==> config.mk <==
export PLATFORM = sky130hd
export DESIGN_NAME = rf_write_arbiter
export DESIGN_NICKNAME = d
export VERILOG_FILES = /design/src/rtl/rf_pkg.sv /design/src/rtl/rf_result_fifo.sv /design/src/rtl/rf_write_arbiter.sv
export SDC_FILE = /design/constraint.sdc
export NUM_CORES = 1
export LEC_CHECK = 0
export ABC_AREA = 1
export CAP_MARGIN = 10
export CELL_PAD_IN_SITES_DETAIL_PLACEMENT = 1
export CELL_PAD_IN_SITES_GLOBAL_PLACEMENT = 1
export CORE_MARGIN = 3
export CORE_UTILIZATION = 38
export DETAILED_ROUTE_END_ITERATION = 16
export PLACE_DENSITY = 0.85
export SLEW_MARGIN = 25
export SYNTH_ARGS = -nofsm -noshare
export SYNTH_HDL_FRONTEND = slang
export SYNTH_SLANG_ARGS = --single-unit
==> constraint.sdc <==
create_clock -name clk -period 3.2 [get_ports clk]
set_input_delay 0.64 -clock clk [delete_from_list [all_inputs] [get_ports clk]]
set_output_delay 0.64 -clock clk [all_outputs]
set_load 0.005 [all_outputs]
==> src/rtl/rf_pkg.sv <==
// Shared register-file widths and the write record carried from a result
// source to the register-file write port.
package rf_pkg;

  localparam int DATA_W   = 32;
  localparam int ADDR_W   = 4;
  localparam int NUM_REGS = 16;

  typedef struct packed {
    logic [ADDR_W-1:0] addr;
    logic [DATA_W-1:0] data;
  } rf_wr_t;

endpackage

==> src/rtl/rf_result_fifo.sv <==
// Circular result buffer for multi-cycle unit results. Push is a
// valid/ready handshake; pop is a plain request honoured only when non-empty.
module rf_result_fifo #(
  parameter int W     = 36,
  parameter int DEPTH = 2
) (
  input  logic         clk_i,
  input  logic         rst_ni,
  input  logic         push_valid_i,
  output logic         push_ready_o,
  input  logic [W-1:0] push_data_i,
  input  logic         pop_i,
  output logic [W-1:0] head_o,
  output logic         empty_o,
  output logic         full_o
);

  localparam int PW = (DEPTH > 1) ? $clog2(DEPTH) : 1;
  localparam int CW = $clog2(DEPTH) + 1;
  localparam logic [CW-1:0] CNT_FULL = CW'(DEPTH);
  localparam logic [PW-1:0] PTR_LAST = PW'(DEPTH - 1);

  logic [W-1:0]  mem_q [DEPTH];
  logic [PW-1:0] wr_ptr_q, wr_ptr_d;
  logic [PW-1:0] rd_ptr_q, rd_ptr_d;
  logic [CW-1:0] count_q, count_d;
  logic          do_push;
  logic          do_pop;

  function automatic logic [PW-1:0] ptr_inc(input logic [PW-1:0] p);
    return (p == PTR_LAST) ? '0 : p + 1'b1;
  endfunction

  // Full is judged on registered occupancy, so a same-edge pop never frees a slot.
  assign full_o       = (count_q == CNT_FULL);
  assign empty_o      = (count_q == '0);
  assign push_ready_o = !full_o;
  assign do_push      = push_valid_i && !full_o;
  assign do_pop       = pop_i && !empty_o;
  assign head_o       = mem_q[rd_ptr_q];

  always_comb begin
    wr_ptr_d = wr_ptr_q;
    rd_ptr_d = rd_ptr_q;
    count_d  = count_q;
    if (do_push) wr_ptr_d = ptr_inc(wr_ptr_q);
    if (do_pop)  rd_ptr_d = ptr_inc(rd_ptr_q);
    case ({do_push, do_pop})
      2'b10:   count_d = count_q + 1'b1;
      2'b01:   count_d = count_q - 1'b1;
      default: count_d = count_q;
    endcase
  end

  always_ff @(posedge clk_i or negedge rst_ni) begin
    if (!rst_ni) begin
      wr_ptr_q <= '0;
      rd_ptr_q <= '0;
      count_q  <= '0;
    end else begin
      wr_ptr_q <= wr_ptr_d;
      rd_ptr_q <= rd_ptr_d;
      count_q  <= count_d;
    end
  end

  always_ff @(posedge clk_i) begin
    if (do_push) mem_q[wr_ptr_q] <= push_data_i;
  end

endmodule

==> src/rtl/rf_write_arbiter.sv <==
// Arbitrates the single register-file write port between pipeline writeback
// and buffered multi-cycle results, and stalls issue on hazards against them.
module rf_write_arbiter #(
  parameter int DATA_W       = rf_pkg::DATA_W,
  parameter int ADDR_W       = rf_pkg::ADDR_W,
  parameter int FIFO_DEPTH   = 2,
  parameter int STARVE_LIMIT = 4
) (
  input  logic              clk,
  input  logic              rst,
  input  logic              issue_valid,
  input  logic              issue_long,
  input  logic [ADDR_W-1:0] issue_rd,
  input  logic [ADDR_W-1:0] issue_rs1,
  input  logic [ADDR_W-1:0] issue_rs2,
  output logic              stall,
  input  logic              wb_valid,
  input  logic [ADDR_W-1:0] wb_addr,
  input  logic [DATA_W-1:0] wb_data,
  input  logic              mc_valid,
  output logic              mc_ready,
  input  logic [ADDR_W-1:0] mc_addr,
  input  logic [DATA_W-1:0] mc_data,
  output logic              reg_we,
  output logic [ADDR_W-1:0] reg_write_addr,
  output logic [DATA_W-1:0] reg_writedata
);

  localparam int NREGS   = 1 << ADDR_W;
  localparam int ENTRY_W = ADDR_W + DATA_W;
  localparam int SC_W    = $clog2(STARVE_LIMIT + 1);
  localparam logic [SC_W-1:0] SC_LIMIT = SC_W'(STARVE_LIMIT);

  logic               fifo_empty;
  logic               fifo_full;
  logic               fifo_pop;
  logic [ENTRY_W-1:0] fifo_head;
  logic [ADDR_W-1:0]  head_addr;
  logic [DATA_W-1:0]  head_data;

  logic               reg_we_q, reg_we_d;
  logic [ADDR_W-1:0]  reg_addr_q, reg_addr_d;
  logic [DATA_W-1:0]  reg_data_q, reg_data_d;

  logic [NREGS-1:0]   pending_q, pending_d;
  logic [SC_W-1:0]    starve_cnt_q, starve_cnt_d;
  logic               starve;
  logic               hazard;
  logic               issue_fire;

  // mc_valid/mc_ready: a result transfers on an edge where both are high.
  // Ready depends only on registered occupancy, and the producer holds
  // mc_addr/mc_data unchanged while valid is high and ready is low.
  rf_result_fifo #(
    .W     (ENTRY_W),
    .DEPTH (FIFO_DEPTH)
  ) u_fifo (
    .clk_i        (clk),
    .rst_ni       (rst),
    .push_valid_i (mc_valid),
    .push_ready_o (mc_ready),
    .push_data_i  ({mc_addr, mc_data}),
    .pop_i        (fifo_pop),
    .head_o       (fifo_head),
    .empty_o      (fifo_empty),
    .full_o       (fifo_full)
  );

  assign {head_addr, head_data} = fifo_head;

  // Writeback has no backpressure, so it always wins the port.
  assign fifo_pop = !wb_valid && !fifo_empty;

  always_comb begin
    reg_we_d   = 1'b0;
    reg_addr_d = reg_addr_q;
    reg_data_d = reg_data_q;
    if (wb_valid) begin
      reg_we_d   = 1'b1;
      reg_addr_d = wb_addr;
      reg_data_d = wb_data;
    end else if (fifo_pop) begin
      reg_we_d   = 1'b1;
      reg_addr_d = head_addr;
      reg_data_d = head_data;
    end
  end

  assign hazard     = pending_q[issue_rs1] || pending_q[issue_rs2] || pending_q[issue_rd];
  assign starve     = (starve_cnt_q >= SC_LIMIT);
  assign stall      = (issue_valid && hazard) || fifo_full || starve;
  assign issue_fire = issue_valid && issue_long && !stall;

  // The set is applied last so a same-edge issue to a retiring register stays pending.
  always_comb begin
    pending_d = pending_q;
    if (fifo_pop)   pending_d[head_addr] = 1'b0;
    if (issue_fire) pending_d[issue_rd]  = 1'b1;
  end

  always_comb begin
    starve_cnt_d = starve_cnt_q;
    if (fifo_pop || fifo_empty) begin
      starve_cnt_d = '0;
    end else if (wb_valid && (starve_cnt_q != SC_LIMIT)) begin
      starve_cnt_d = starve_cnt_q + 1'b1;
    end
  end

  always_ff @(posedge clk or negedge rst) begin
    if (!rst) begin
      reg_we_q     <= 1'b0;
      reg_addr_q   <= '0;
      reg_data_q   <= '0;
      pending_q    <= '0;
      starve_cnt_q <= '0;
    end else begin
      reg_we_q     <= reg_we_d;
      reg_addr_q   <= reg_addr_d;
      reg_data_q   <= reg_data_d;
      pending_q    <= pending_d;
      starve_cnt_q <= starve_cnt_d;
    end
  end

  assign reg_we         = reg_we_q;
  assign reg_write_addr = reg_addr_q;
  assign reg_writedata  = reg_data_q;

endmodule

==> flow_summary.toml, run 1 <==
[critical_path]
timing.rr.end = "pending_q[5]"
r2r-start = "u_fifo.rd_ptr_q"
crit_start = "issue_rs2[1]"
cp-endpoint = "stall"
reg2reg_depth = 7
arrival_ns = 2.45
r2r_setup_slack_ns = 1.02
critPathTopFamily = "buffers and inverters"
cp_cell_sequence = "clkdlybuf4s50_1, inv_1, nand3_1, nand3_1, nand3_1, nand2_1, nor2_2, nand2_2, nand2_4, nand2_1, clkdlybuf4s50_1"
cp.required_ns = 2.56
worstPathMaxFanout = 7
crit_cells = 11
path_buf_inv = 3
crit_path_max_incr_delay_ns = 0.62
worstSetupPathType = "in2out"
path_common_cell = "nand3_1"
endpoint_kind = "output port"
startpoint_type = "primary input"
slowest_stage = "clkdlybuf4s50_1"

[grt]
grt_pass1_vias = 5739
grt_usage = 0.233
grt_pass1_wl_mm = 30.0
antenna_found_initial = 2
grt_max_degree = 54
grt_overflow = 0

[cts]
cts-htree-levels = 4
clock_sinks = 132
cts_buffer_depth = 2
tritoncts = "yes"
numCtsBuffers = 17
insertion_delay_ns = 0.41
clockRootBuffer = "clkbuf_16"
cts_hold_buf = 0
path_clk_slew_ns = 0.06

[route]
drc = 0
drtIter0Drc = 290
vias = 5139
wl_mm = 19.5
via_per_inst = 5.39
ant_nets = 0
wl_per_cell_um = 20.5
first_pass_iters = 5

[synthesis]
yosys.area_share.simple = 0.208
synth-seq-cells = 132
synthTopCellsByCount = "nand2_1, edfxtp_1, nor2_1, dfrtp_1"
yosys.area.top_type = "edfxtp_1"
synthArstFlopShare = 0.455
synth_compound_area_frac = 0.107
ys_seq_area_frac = 0.621
synth.area.mux_share = 0
avgSynthCellArea_um2 = 9.61
synthXorXnorAreaFrac = 0.00594
postSynthCellCount = 614
yosys_warnings = 0
yosys.cell_count.top_type = "nand2_1"
synth_nets = 707
synth_area_mm2 = 0.00590
yosys.area_share.adder = 0.00636
synth_cell_types = 31
synth_area_leaders = "edfxtp_1, dfrtp_1, nand2_1"
yosys.area.top_type_share = 0.366
synth_top_family_by_area = "simple AND/OR/NAND/NOR gates"
synth-edff-count = 72
ys.flop_type = "edfxtp_1"

[pwr]
irDropWorstVdd_uv = 585
p_leak_nw = 3.36
p_per_area_mw_per_mm2 = 832

[placed_design]
numPortBuffers = 128
place_area_mm2 = 0.00741
hpwlAfterDp_mm = 13.6
place_congestion = 0.873

[floorplanning]
dieArea_mm2 = 0.0171
die_y_um = 131
rows = 44
coreArea_mm2 = 0.0149
ioPinCount = 129
initial_core_util = 0.397
die_w_um = 131

[hold_path]
worstHoldPathType = "in2async"

[timing]
fin_setup_tns_ns = 0
fin_skew_ns = 0.00884
slew_viol_final = 0
finalCritPeriodShare = 0.965
maxSlewHeadroom = 0.536
fin_crit_ns = 3.09
whs_ns = 0.225
worst_pin_slew_ns = 0.694
final_hold_viol_count = 0
max_clock_freq_mhz = 324
rsz0062_at_grt = "no"
setup_viol = 0

[final_layout]
drive_gt1_frac = 0.0951
fin_area_mm2 = 0.00808
nNetsFinal = 848
synthToLayoutAreaGrowth_pct = 37.0
num-fill-cells = 1672

[flow_run]
max_cap_violations = 0

[outcome]
status = "finished clean"
==> worst min path at each step <==
stage / end / slack (ns) / depth (start not counted)
floorplan: pending_q[0] / 0.34 / 0
global placement: reg_writedata[24] / 0.47 / 2
detailed placement: reg_writedata[27] / 0.48 / 2
CTS: reg_writedata[14] / 0.23 / 1
global route: reg_writedata[18] / 0.25 / 1
finish: reg_writedata[14] / 0.23 / 1
==> where the power goes <==
part	switching [W]	internal, W	total (W)
Sequential	0.000350	0.00235	0.00270
Combinational	0.00121	0.000861	0.00207
Clock	0.000725	0.00122	0.00195
==> area by class of cell <==
cell class / count / area, um^2 / area share
flip-flops and latches: 132 / 3660 / 0.453
multi-input cells: 412 / 1950 / 0.241
repair buffers: 148 / 1480 / 0.183
clock buffers: 19 / 433 / 0.0536
well taps: 184 / 230 / 0.0285
inverters: 44 / 165 / 0.0204
clock inverters: 13 / 160 / 0.0198
diodes: 1 / 2.50 / 0.000310
==> metrics by stage <==
step	power [W]	worst slack [ns]	utilization	std cells
final	0.00672	0.113	0.544	953
after detailed placement	0.00476	0.0509	0.499	915
after global placement	0.00460	0.0566	0.499	915
after floorplan	0.00365	0.496	-	614
after global routing	0.00710	0.00719	0.543	952
after CTS	0.00675	0.0433	0.539	947
==> placed cells by master, fill, tap and decap left out, drive strengths merged, types with 7 or more instances in the layout <==
cell type	netlist	routed
clkdlybuf4s50	0	122
a21oi	39	39
inv	43	44
nor2	68	68
dfrtp	60	60
o311ai	16	16
nand2	196	196
edfxtp	72	72
buf	10	21
o21ai	41	41
clkbuf	16	20
nand3	15	15
o211ai	7	7
nand4	16	16
==> layer usage <==
metal | global-route usage | vias to the layer above | routed length, um
met2 | 0.403 | 184 | 9970
met4 | 0.0986 | 2 | 632
met1 | 0.271 | 2557 | 7570
li1 | - | 2348 | -
met5 | 0 | - | 18
met3 | 0.0683 | 48 | 1320
==> cells by family (layout without fill, tap and decap cells) <==
logic type               after synthesis  after routing
AO/OA/AOI/OAI                        105            105
XOR/XNOR                               4              4
adder cells (fa/ha/maj)                3              3
buffers and inverters                 70            224
flip-flops                           132            132
other                                  0              1
AND/OR/NAND/NOR                      300            300
==> sequential cells by signal, indices dropped and copies added, names as in the netlist <==
signal,count
u_fifo.wr_ptr_q,1
starve_cnt_q,3
u_fifo.rd_ptr_q,1
reg_writedata,32
pending_q,16
u_fifo.count_q,2
reg_write_addr,4
reg_we,1
u_fifo.mem_q,72
==> repair_timing <==
action	in CTS	in global routing
resized for setup	0	8
setup buffers	0	2
endpoints found under the setup margin	0	1
==> worst reg2reg max path, cell delays in order (launching register included) <==
cell	delay, ns
dfrtp_1	0.39
inv_2	0.52
or2_2	0.24
o21ai_0	0.23
inv_1	0.19
nand2_1	0.14
o21ai_0	0.26
nand2_1	0.09
Power figures use the tool's default switching activity.
==> run 2, diff against run 1 <==
Settings changed: CORE_MARGIN 3 to 5.
==> flow_summary.toml, run 2 (same netlist as run 1, synthesis figures left out) <==
[outcome]
status = "finished clean"

[final_layout]
synthToLayoutAreaGrowth_pct = 37.8
final_common_cell = "nand2_1"
final_cells = 959
layout_common_cells = "nand2_1, clkdlybuf4s50_1, edfxtp_1, nor2_1, dfrtp_1"
nNetsFinal = 848
fin_area_mm2 = 0.00813
drive_gt1_frac = 0.0977
largest_reg_flops = 72
num-fill-cells = 1704
largest_register = "u_fifo.mem_q"

[cts]
path_clk_slew_ns = 0.06
clockRootBuffer = "clkbuf_16"
tritoncts = "yes"
cts_hold_buf = 0
clock_sinks = 132
cts-htree-levels = 4
numCtsBuffers = 17
cts_buffer_depth = 2
insertion_delay_ns = 0.41

[timing]
final_hold_viol_count = 0
maxSlewHeadroom = 0.521
finalCritPeriodShare = 0.969
worst_pin_slew_ns = 0.718
rsz0062_at_grt = "no"
max_clock_freq_mhz = 323
setup_viol = 0
fin_crit_ns = 3.10
slew_viol_final = 0
fin_setup_tns_ns = 0
fin_skew_ns = 0.00830

[route]
wl_mm = 20.3
via_per_inst = 5.42
drc = 0
vias = 5197
first_pass_iters = 4
wl_per_cell_um = 21.2
drtIter0Drc = 307
ant_nets = 0

[floorplanning]
die_y_um = 135
die_w_um = 135
coreArea_mm2 = 0.0152
ioPinCount = 129
initial_core_util = 0.388
dieArea_mm2 = 0.0181
rows = 45

[critical_path]
path_common_cell = "nand2_1"
worstPathMaxFanout = 4
worstSetupPathType = "in2out"
cp_cell_sequence = "clkdlybuf4s50_1, buf_4, nand2_1, nand2_1, nand2_1, nand2_1, inv_1, nand2_1, nor2_2, nand2_2, nand2_4, nand2_1, clkdlybuf4s50_1"
slowest_stage = "clkdlybuf4s50_1"
cp.required_ns = 2.56
critPathTopFamily = "buffers and inverters"
arrival_ns = 2.46
endpoint_kind = "output port"
crit_path_max_incr_delay_ns = 0.58
path_buf_inv = 4
startpoint_type = "primary input"
crit_start = "issue_rd[1]"
r2r-start = "u_fifo.rd_ptr_q"
reg2reg_depth = 6
crit_cells = 13

[grt]
grt_usage = 0.226
grt_max_degree = 53
grt_pass1_vias = 5895
grt_pass1_wl_mm = 31.5
antenna_found_initial = 3
grt_overflow = 0

[placed_design]
numPortBuffers = 128
place_congestion = 0.900
hpwlAfterDp_mm = 13.3
place_area_mm2 = 0.00741
place_inst = 920

[hold_path]
worstHoldPathType = "in2async"

[pwr]
total_power_w = 0.00702
p_per_area_mw_per_mm2 = 863
intPower_w = 0.00467
p_leak_nw = 3.38
irDropWorstVdd_uv = 410
pwr-share-comb = 0.295
seqPwrFrac = 0.389
switching_share = 0.334
switchingPower_w = 0.00235
clock_power_share = 0.316

[flow_run]
max_cap_violations = 0
-- run 2: changes by cell type in the layout (fill, tap and decap cells not counted), sizes merged --
cell      change
bufinv        +3
clkinvlp      -2
diode         +2
buf           +1
clkbuf        -1
clkinv        -1
-- run 2: layout make-up --
type	count	area, um^2	share of cell area
antenna	3	7.51	0.000923
clock buffer	19	433	0.0532
clock inverter	13	230	0.0283
inverter	44	165	0.0203
multi-input combinational	412	1940	0.239
sequential	132	3660	0.451
tap	188	235	0.0289
timing repair buffer	148	1450	0.179
-- run 2: power by group through the flow --
stage	clock network, W	registers [W]	logic [W]
final	0.00221	0.00273	0.00207
after floorplan	0	0.00261	0.00104
after global routing	0.00232	0.00278	0.00227
after global placement	0	0.00269	0.00192
after CTS	0.00225	0.00273	0.00208
after detailed placement	0	0.00273	0.00203
-- run 2: timing repair --
item | in CTS | in global routing
endpoints found under the setup margin | 0 | 1
gates resized for setup | 0 | 11
buffers inserted | 0 | 2
-- run 2: routing by layer --
layer	up-vias	routed length, um	track usage
met3	46	1270	0.0615
met1	2609	8050	0.260
met5	-	0	0
met2	182	10400	0.400
li1	2360	-	-
met4	0	601	0.0882
-- run 2: final timing paths --
path                                          end  slack (ns)
worst min register to register   reg_writedata[2]        0.50
max in group asynchronous         u_fifo.wr_ptr_q        2.22
worst max register to register      pending_q[11]        0.63
worst min-delay path            reg_writedata[18]        0.22
min in group clk                 reg_writedata[2]        0.50
worst max-delay path                        stall         0.1
-- run 2: through the flow --
step | setup WS, ns | util | hold slack [ns]
6_report | 0.0994 | 0.535 | 0.225
5_1_grt | 0.0103 | 0.535 | 0.254
4_1_cts | 0.0224 | 0.531 | 0.223
3_5_place_dp | 0.0320 | 0.488 | 0.488
3_3_place_gp | 0.0866 | 0.488 | 0.471
2_1_floorplan | 0.496 | - | 0.344
==> run 3, diff against run 2 <==
Settings changed: HOLD_SLACK_MARGIN set to 0.15, SETUP_SLACK_MARGIN set to 0.3.
==> flow_summary.toml, run 3 (same netlist as run 1, synthesis figures left out) <==
[critical_path]
arrival_ns = 2.15
r2r_setup_slack_ns = 0.68
cp.required_ns = 2.56
endpoint_kind = "output port"
r2r-start = "u_fifo.rd_ptr_q"
crit_start = "issue_rd[3]"
timing.rr.end = "pending_q[11]"
worstSetupPathType = "in2out"
startpoint_type = "primary input"
reg2reg_depth = 6
cp-endpoint = "stall"
worstPathMaxFanout = 5

[floorplanning]
rows = 45
die_w_um = 135
die_y_um = 135
dieArea_mm2 = 0.0181
initial_core_util = 0.388
coreArea_mm2 = 0.0152
ioPinCount = 129

[flow_run]
max_cap_violations = 0

[route]
wl_mm = 20.4
via_per_inst = 5.41
ant_nets = 0
drc = 0
vias = 5186
first_pass_iters = 5
wl_per_cell_um = 21.3
drtIter0Drc = 296

[outcome]
status = "finished clean"

[pwr]
irDropWorstVdd_uv = 409
p_leak_nw = 3.38
total_power_w = 0.00701
p_per_area_mw_per_mm2 = 863

[placed_design]
hpwlAfterDp_mm = 13.3
numPortBuffers = 128
place_congestion = 0.900
place_inst = 920
place_area_mm2 = 0.00741

[grt]
grt_overflow = 0
grt_usage = 0.228
grt_pass1_wl_mm = 31.8
antenna_found_initial = 3
grt_pass1_vias = 5929
grt_max_degree = 53

[final_layout]
layout_common_cells = "nand2_1, clkdlybuf4s50_1, edfxtp_1, nor2_1, dfrtp_1"
num-fill-cells = 1706
drive_gt1_frac = 0.0978
largest_register = "u_fifo.mem_q"
final_cells = 958
synthToLayoutAreaGrowth_pct = 37.8
largest_reg_flops = 72
multiInputGateArea_mm2 = 0.00195
nNetsFinal = 847
fin_area_mm2 = 0.00813
final_common_cell = "nand2_1"
ff_latch_area_mm2 = 0.00366

[cts]
clock_sinks = 132
cts_buffer_depth = 2
cts_setup_buffers = 0
cts-htree-levels = 4
path_clk_slew_ns = 0.06
tritoncts = "yes"
numCtsBuffers = 17
insertion_delay_ns = 0.41
clockRootBuffer = "clkbuf_16"

[timing]
max_clock_freq_mhz = 358
setup_viol = 0
slew_viol_final = 0
fin_crit_ns = 2.79
worst_pin_slew_ns = 0.702
fin_skew_ns = 0.00915
maxSlewHeadroom = 0.531
final_hold_viol_count = 0
whs_ns = 0.227
finalCritPeriodShare = 0.873
rsz0062_at_grt = "no"
fin_setup_tns_ns = 0

[hold_path]
worstHoldPathType = "in2async"
-- run 3: changes by cell type in the layout (fill, tap and decap cells not counted), sizes merged --
cell,change
dlygate4sd2,+4
clkdlybuf4s50,-4
buf,-1
-- run 3: metrics by stage --
step | setup WS (ns) | util
3_5_place_dp | 0.0320 | 0.488
2_1_floorplan | 0.496 | -
6_report | 0.406 | 0.535
3_3_place_gp | 0.0866 | 0.488
4_1_cts | 0.313 | 0.533
5_1_grt | 0.302 | 0.534
-- run 3: what timing repair did --
action                     4_1_cts  5_1_grt
setup endpoints to repair        1        1
hold buffers                     0        0
hold endpoints to repair         0        0
pin swaps                        1        0
gates resized for setup         13        5
cloned                           3        0
-- run 3: critical path, cell delays in order --
cell,delay [ns]
clkdlybuf4s50_1,0.48
nand2_2,0.17
inv_1,0.05
nand2_1,0.08
nand2_1,0.06
inv_1,0.05
nand2_1,0.06
nor2_2,0.10
nand2_2,0.08
nand2_4,0.06
nand2_1,0.05
dlygate4sd2_1,0.27
-- run 3: worst min-delay path by stage --
stage,cells after the start,to,slack [ns],startpoint
2_1_floorplan,0,pending_q[0],0.34,rst
3_3_place_gp,2,reg_writedata[30],0.47,reg_writedata[30]
3_5_place_dp,2,reg_writedata[24],0.49,reg_writedata[24]
4_1_cts,1,reg_writedata[18],0.22,rst
5_1_grt,1,reg_writedata[18],0.25,rst
6_report,1,reg_writedata[18],0.23,rst
-- run 3: area by class of cell --
class,instances,share of cell area
Inverter,44,0.0203
Clock inverter,13,0.0283
Clock buffer,19,0.0533
Multi-Input combinational cell,412,0.240
Timing Repair Buffer,147,0.178
Antenna cell,3,0.000924
Sequential cell,132,0.451
Tap cell,188,0.0289
-- run 3: report_power, final --
group | total (W) | internal, W | switching [W]
logic | 0.00206 | 0.000851 | 0.00121
registers | 0.00273 | 0.00235 | 0.000383
clock network | 0.00221 | 0.00146 | 0.000751
total | 0.00701 | 0.00466 | 0.00235
-- run 3: routing by layer --
metal / wire length [um] / vias to the layer above / track usage
met3: 1250 / 47 / 0.0615
met5: 0 / - / 0
li1: - / 2354 / -
met4: 574 / 0 / 0.0882
met1: 8160 / 2608 / 0.264
met2: 10400 / 177 / 0.402
==> RTL change, RTL diff (settings of run 3) <==
Make the reset (`rst` and `rst_ni`) synchronous in 2 clocked blocks.
--- a/src/rtl/rf_result_fifo.sv
+++ b/src/rtl/rf_result_fifo.sv
@@ -52,7 +52,7 @@
     endcase
   end
 
-  always_ff @(posedge clk_i or negedge rst_ni) begin
+  always_ff @(posedge clk_i) begin
     if (!rst_ni) begin
       wr_ptr_q <= '0;
       rd_ptr_q <= '0;
--- a/src/rtl/rf_write_arbiter.sv
+++ b/src/rtl/rf_write_arbiter.sv
@@ -107,7 +107,7 @@
     end
   end
 
-  always_ff @(posedge clk or negedge rst) begin
+  always_ff @(posedge clk) begin
     if (!rst) begin
       reg_we_q     <= 1'b0;
       reg_addr_q   <= '0;
Behaviour: differs if rst is asserted again (counterexample within 4 cycles, from zero or initial values and one cycle with rst low); with rst held inactive, the same outputs for 4 cycles.
==> RTL change against run 3 <==
- final cell count is 1.9% higher
- sequential cell count is 1 higher
- area after synthesis is 1.2% lower
- cell area is 1.7% lower
- wire length is 2.4% higher
- clock skew is 0.0030 ns lower
- highest routed layer is now met5
- total power is 25% lower
- worst setup slack better by 0.031 ns
- global-route usage is 0.77 points higher
- critical path type unchanged
- synthesized cell count is 3.6% higher
==> RTL change: results (changes against run 3) <==
Detailed routing
  • WL final: 20.9 mm (+2.4%)
  • Vias/cell: 5.51 (+1.7%)
  • Drt initial violations: 264 (-11%)

Setup path
  • Path depth of the worst reg2reg path: 8 (+2)
  • R2r endpoint: reg_writedata[3]
  • R2R Path Start: u_fifo.count_q[1]
  • CP max FO: 6 (+1)
  • Flop2flop setup slack: 0.86 ns (+0.18 ns)
  • CP startpoint: issue_rs1[0]
  • Slowest stage delay, CP: 0.31 ns (-0.17 ns)
  • Slowest stage cell, crit path: dlygate4sd2_1
  • WP data arrival: 2.12 ns (-0.03 ns)

Finish
  • Antenna diode count: 0 (-3)
  • Fin cells: 976 (+1.9%)
  • Max FFs per register: 72 (unchanged)
  • Final nets: 868 (+2.5%)
  • Fillcell total: 1704 (-0.12%)
  • Layout cell share with drive strength beyond 1: 10.9% (+1.1 points)

Synthesis
  • Avg Inst Size Synth: 9.17 um2 (-4.6%)
  • Netlist cell types: 39 (+26%)
  • Seq/Total Area, Yosys: 58.0% (-4.1 points)
  • Ys async rst share: 0% (-45 points)
  • Fraction of synthesized area in multiplexers: 0.172% (+0.17 points)
  • Post-Synth Adder-Cell Area: 0.644% (+0.0075 points)
  • Syn Nets: 729 (+3.1%)
  • Post-synth EDFFs: 72 (unchanged)
  • Synth Area in Compound Gates: 14.2% (+3.5 points)
  • Post-Synth XOR/XNOR Area: 0% (-0.59 points)
  • Syn. warnings: 0 (unchanged)
  • Most frequent cells after synthesis: nand2_1, edfxtp_1, nor2_1
  • Synth top area cells: edfxtp_1, dfxtp_1, nand2_1, a21oi_1, nor2_1

Placement
  • Post-DP HPWL: 13.5 mm (+1.6%)
  • Pre-CTS setup slack: -0.0267 ns (-0.0587 ns)
  • Placed insts: 942 (+2.4%)
  • Routability cong.: 0.859 (-4.6%)

Clocking
  • Root buf cell: clkbuf_16
  • CTS max path bufs: 2 (unchanged)
  • Clk slew on worst S/H paths: 0.06 ns (about the same)

Pwr
  • Max VDD drop: 0.000424 V (+3.6%)
  • Leakage power: 3.16 nW (-6.5%)
  • P_int: 3.73 mW (-20%)

Global routing
  • Largest net degree at the start of global routing: 38 (-28%)
  • Vias in the first global route: 6037 (+1.8%)
  • Initial antenna violation count: 1 (-2)
  • First-pass GRT wire length: 32.9 mm (+3.4%)
  • Gr usage total: 23.6% (+0.77 points)

STA
  • Post-route clock period utilization: 86.4% (-0.97 points)
  • Worst slew pin tran: 0.794 ns (+0.0919 ns)
  • Clock Skews: 0.00619 ns (-0.00296 ns)
  • Setup violators final: 0 (unchanged)
  • Final hold slack: 0.487 ns (+0.260 ns)

Hold path
  • Hold Path Class: reg2reg

Status
  • Status: finished, final reports clean
RTL change: cell types whose count changed after synthesis, sizes merged, moves of 4 or more:
cell / before / now
a21oi: 39 / 61
a221oi: 0 / 12
dfrtp: 60 / 0
dfxtp: 0 / 61
inv: 43 / 57
nand2: 196 / 155
nand3: 15 / 19
o211ai: 7 / 15
o21ai: 41 / 29
o311ai: 16 / 10
o31ai: 0 / 4
or2: 4 / 14
RTL change: how the worst min path moves through the flow:
| stage | end | cells past startpoint |
|---|---|---|
| after detailed placement | u_fifo.rd_ptr_q | 1 |
| after global placement | u_fifo.rd_ptr_q | 1 |
| after global routing | u_fifo.rd_ptr_q | 1 |
| after floorplan | flip-flop | 1 |
| after CTS | u_fifo.rd_ptr_q | 1 |
| final | u_fifo.rd_ptr_q | 1 |
RTL change: routing by layer:
| layer | vias up | GRT usage [%] | share of wire (%) |
|---|---|---|---|
| met5 | - | 0 | 0.053 |
| met4 | 2 | 10.0 | 3.2 |
| met3 | 61 | 7.05 | 6.5 |
| met2 | 195 | 41.5 | 51 |
| met1 | 2651 | 26.4 | 39 |
| li1 | 2464 | - | - |
RTL change: cells by family (layout without fill, tap and decap cells):
logic type / count (synthesis) / in the layout
multiplexers: 1 / 1
AO/OA/AOI/OAI: 134 / 134
buffers and inverters: 87 / 239
adder cells (fa/ha/maj): 3 / 3
AND/OR/NAND/NOR: 278 / 278
flip-flops: 133 / 133
RTL change: through the flow:
stage	power, mW	TNS (ns)	instance area [um2]
after global placement	3.13	0	7330
after CTS	5.27	0	7980
after global routing	5.46	0	7990
after detailed placement	3.21	-0.0267	7330
final	5.26	0	7990
after floorplan	2.67	0	5830
RTL change: layout make-up:
type | instances | share of cell area [%]
clock buffers | 25 | 7.30
clock inverters | 7 | 0.626
inverters | 58 | 2.72
multi-input cells | 416 | 26.0
flip-flops and latches | 133 | 42.3
well taps | 188 | 2.94
repair buffers | 149 | 18.1
RTL change: worst reg2reg max path: stages (launching register included):
cell      delay (ns)
dfxtp_1         0.35
nor2_1          0.29
nand2_1         0.37
inv_2           0.52
buf_4           0.33
nand2_1         0.08
o311ai_0        0.14
nand2_1         0.13
inv_1           0.08
RTL change: power groups by stage:
stage	clock network, mW	logic, mW	registers [mW]
2_1_floorplan	0	0.548	2.12
3_3_place_gp	0	1.01	2.12
3_5_place_dp	0	1.07	2.14
4_1_cts	2.04	1.11	2.12
5_1_grt	2.13	1.20	2.13
6_report	2.03	1.11	2.12
RTL change: repair_timing:
item,4_1_cts,5_1_grt
pin swaps,0,1
gates resized for setup,8,5
endpoints found under the setup margin,1,1
gates cloned,1,0
buffers inserted,1,0
hold endpoints to repair,0,0
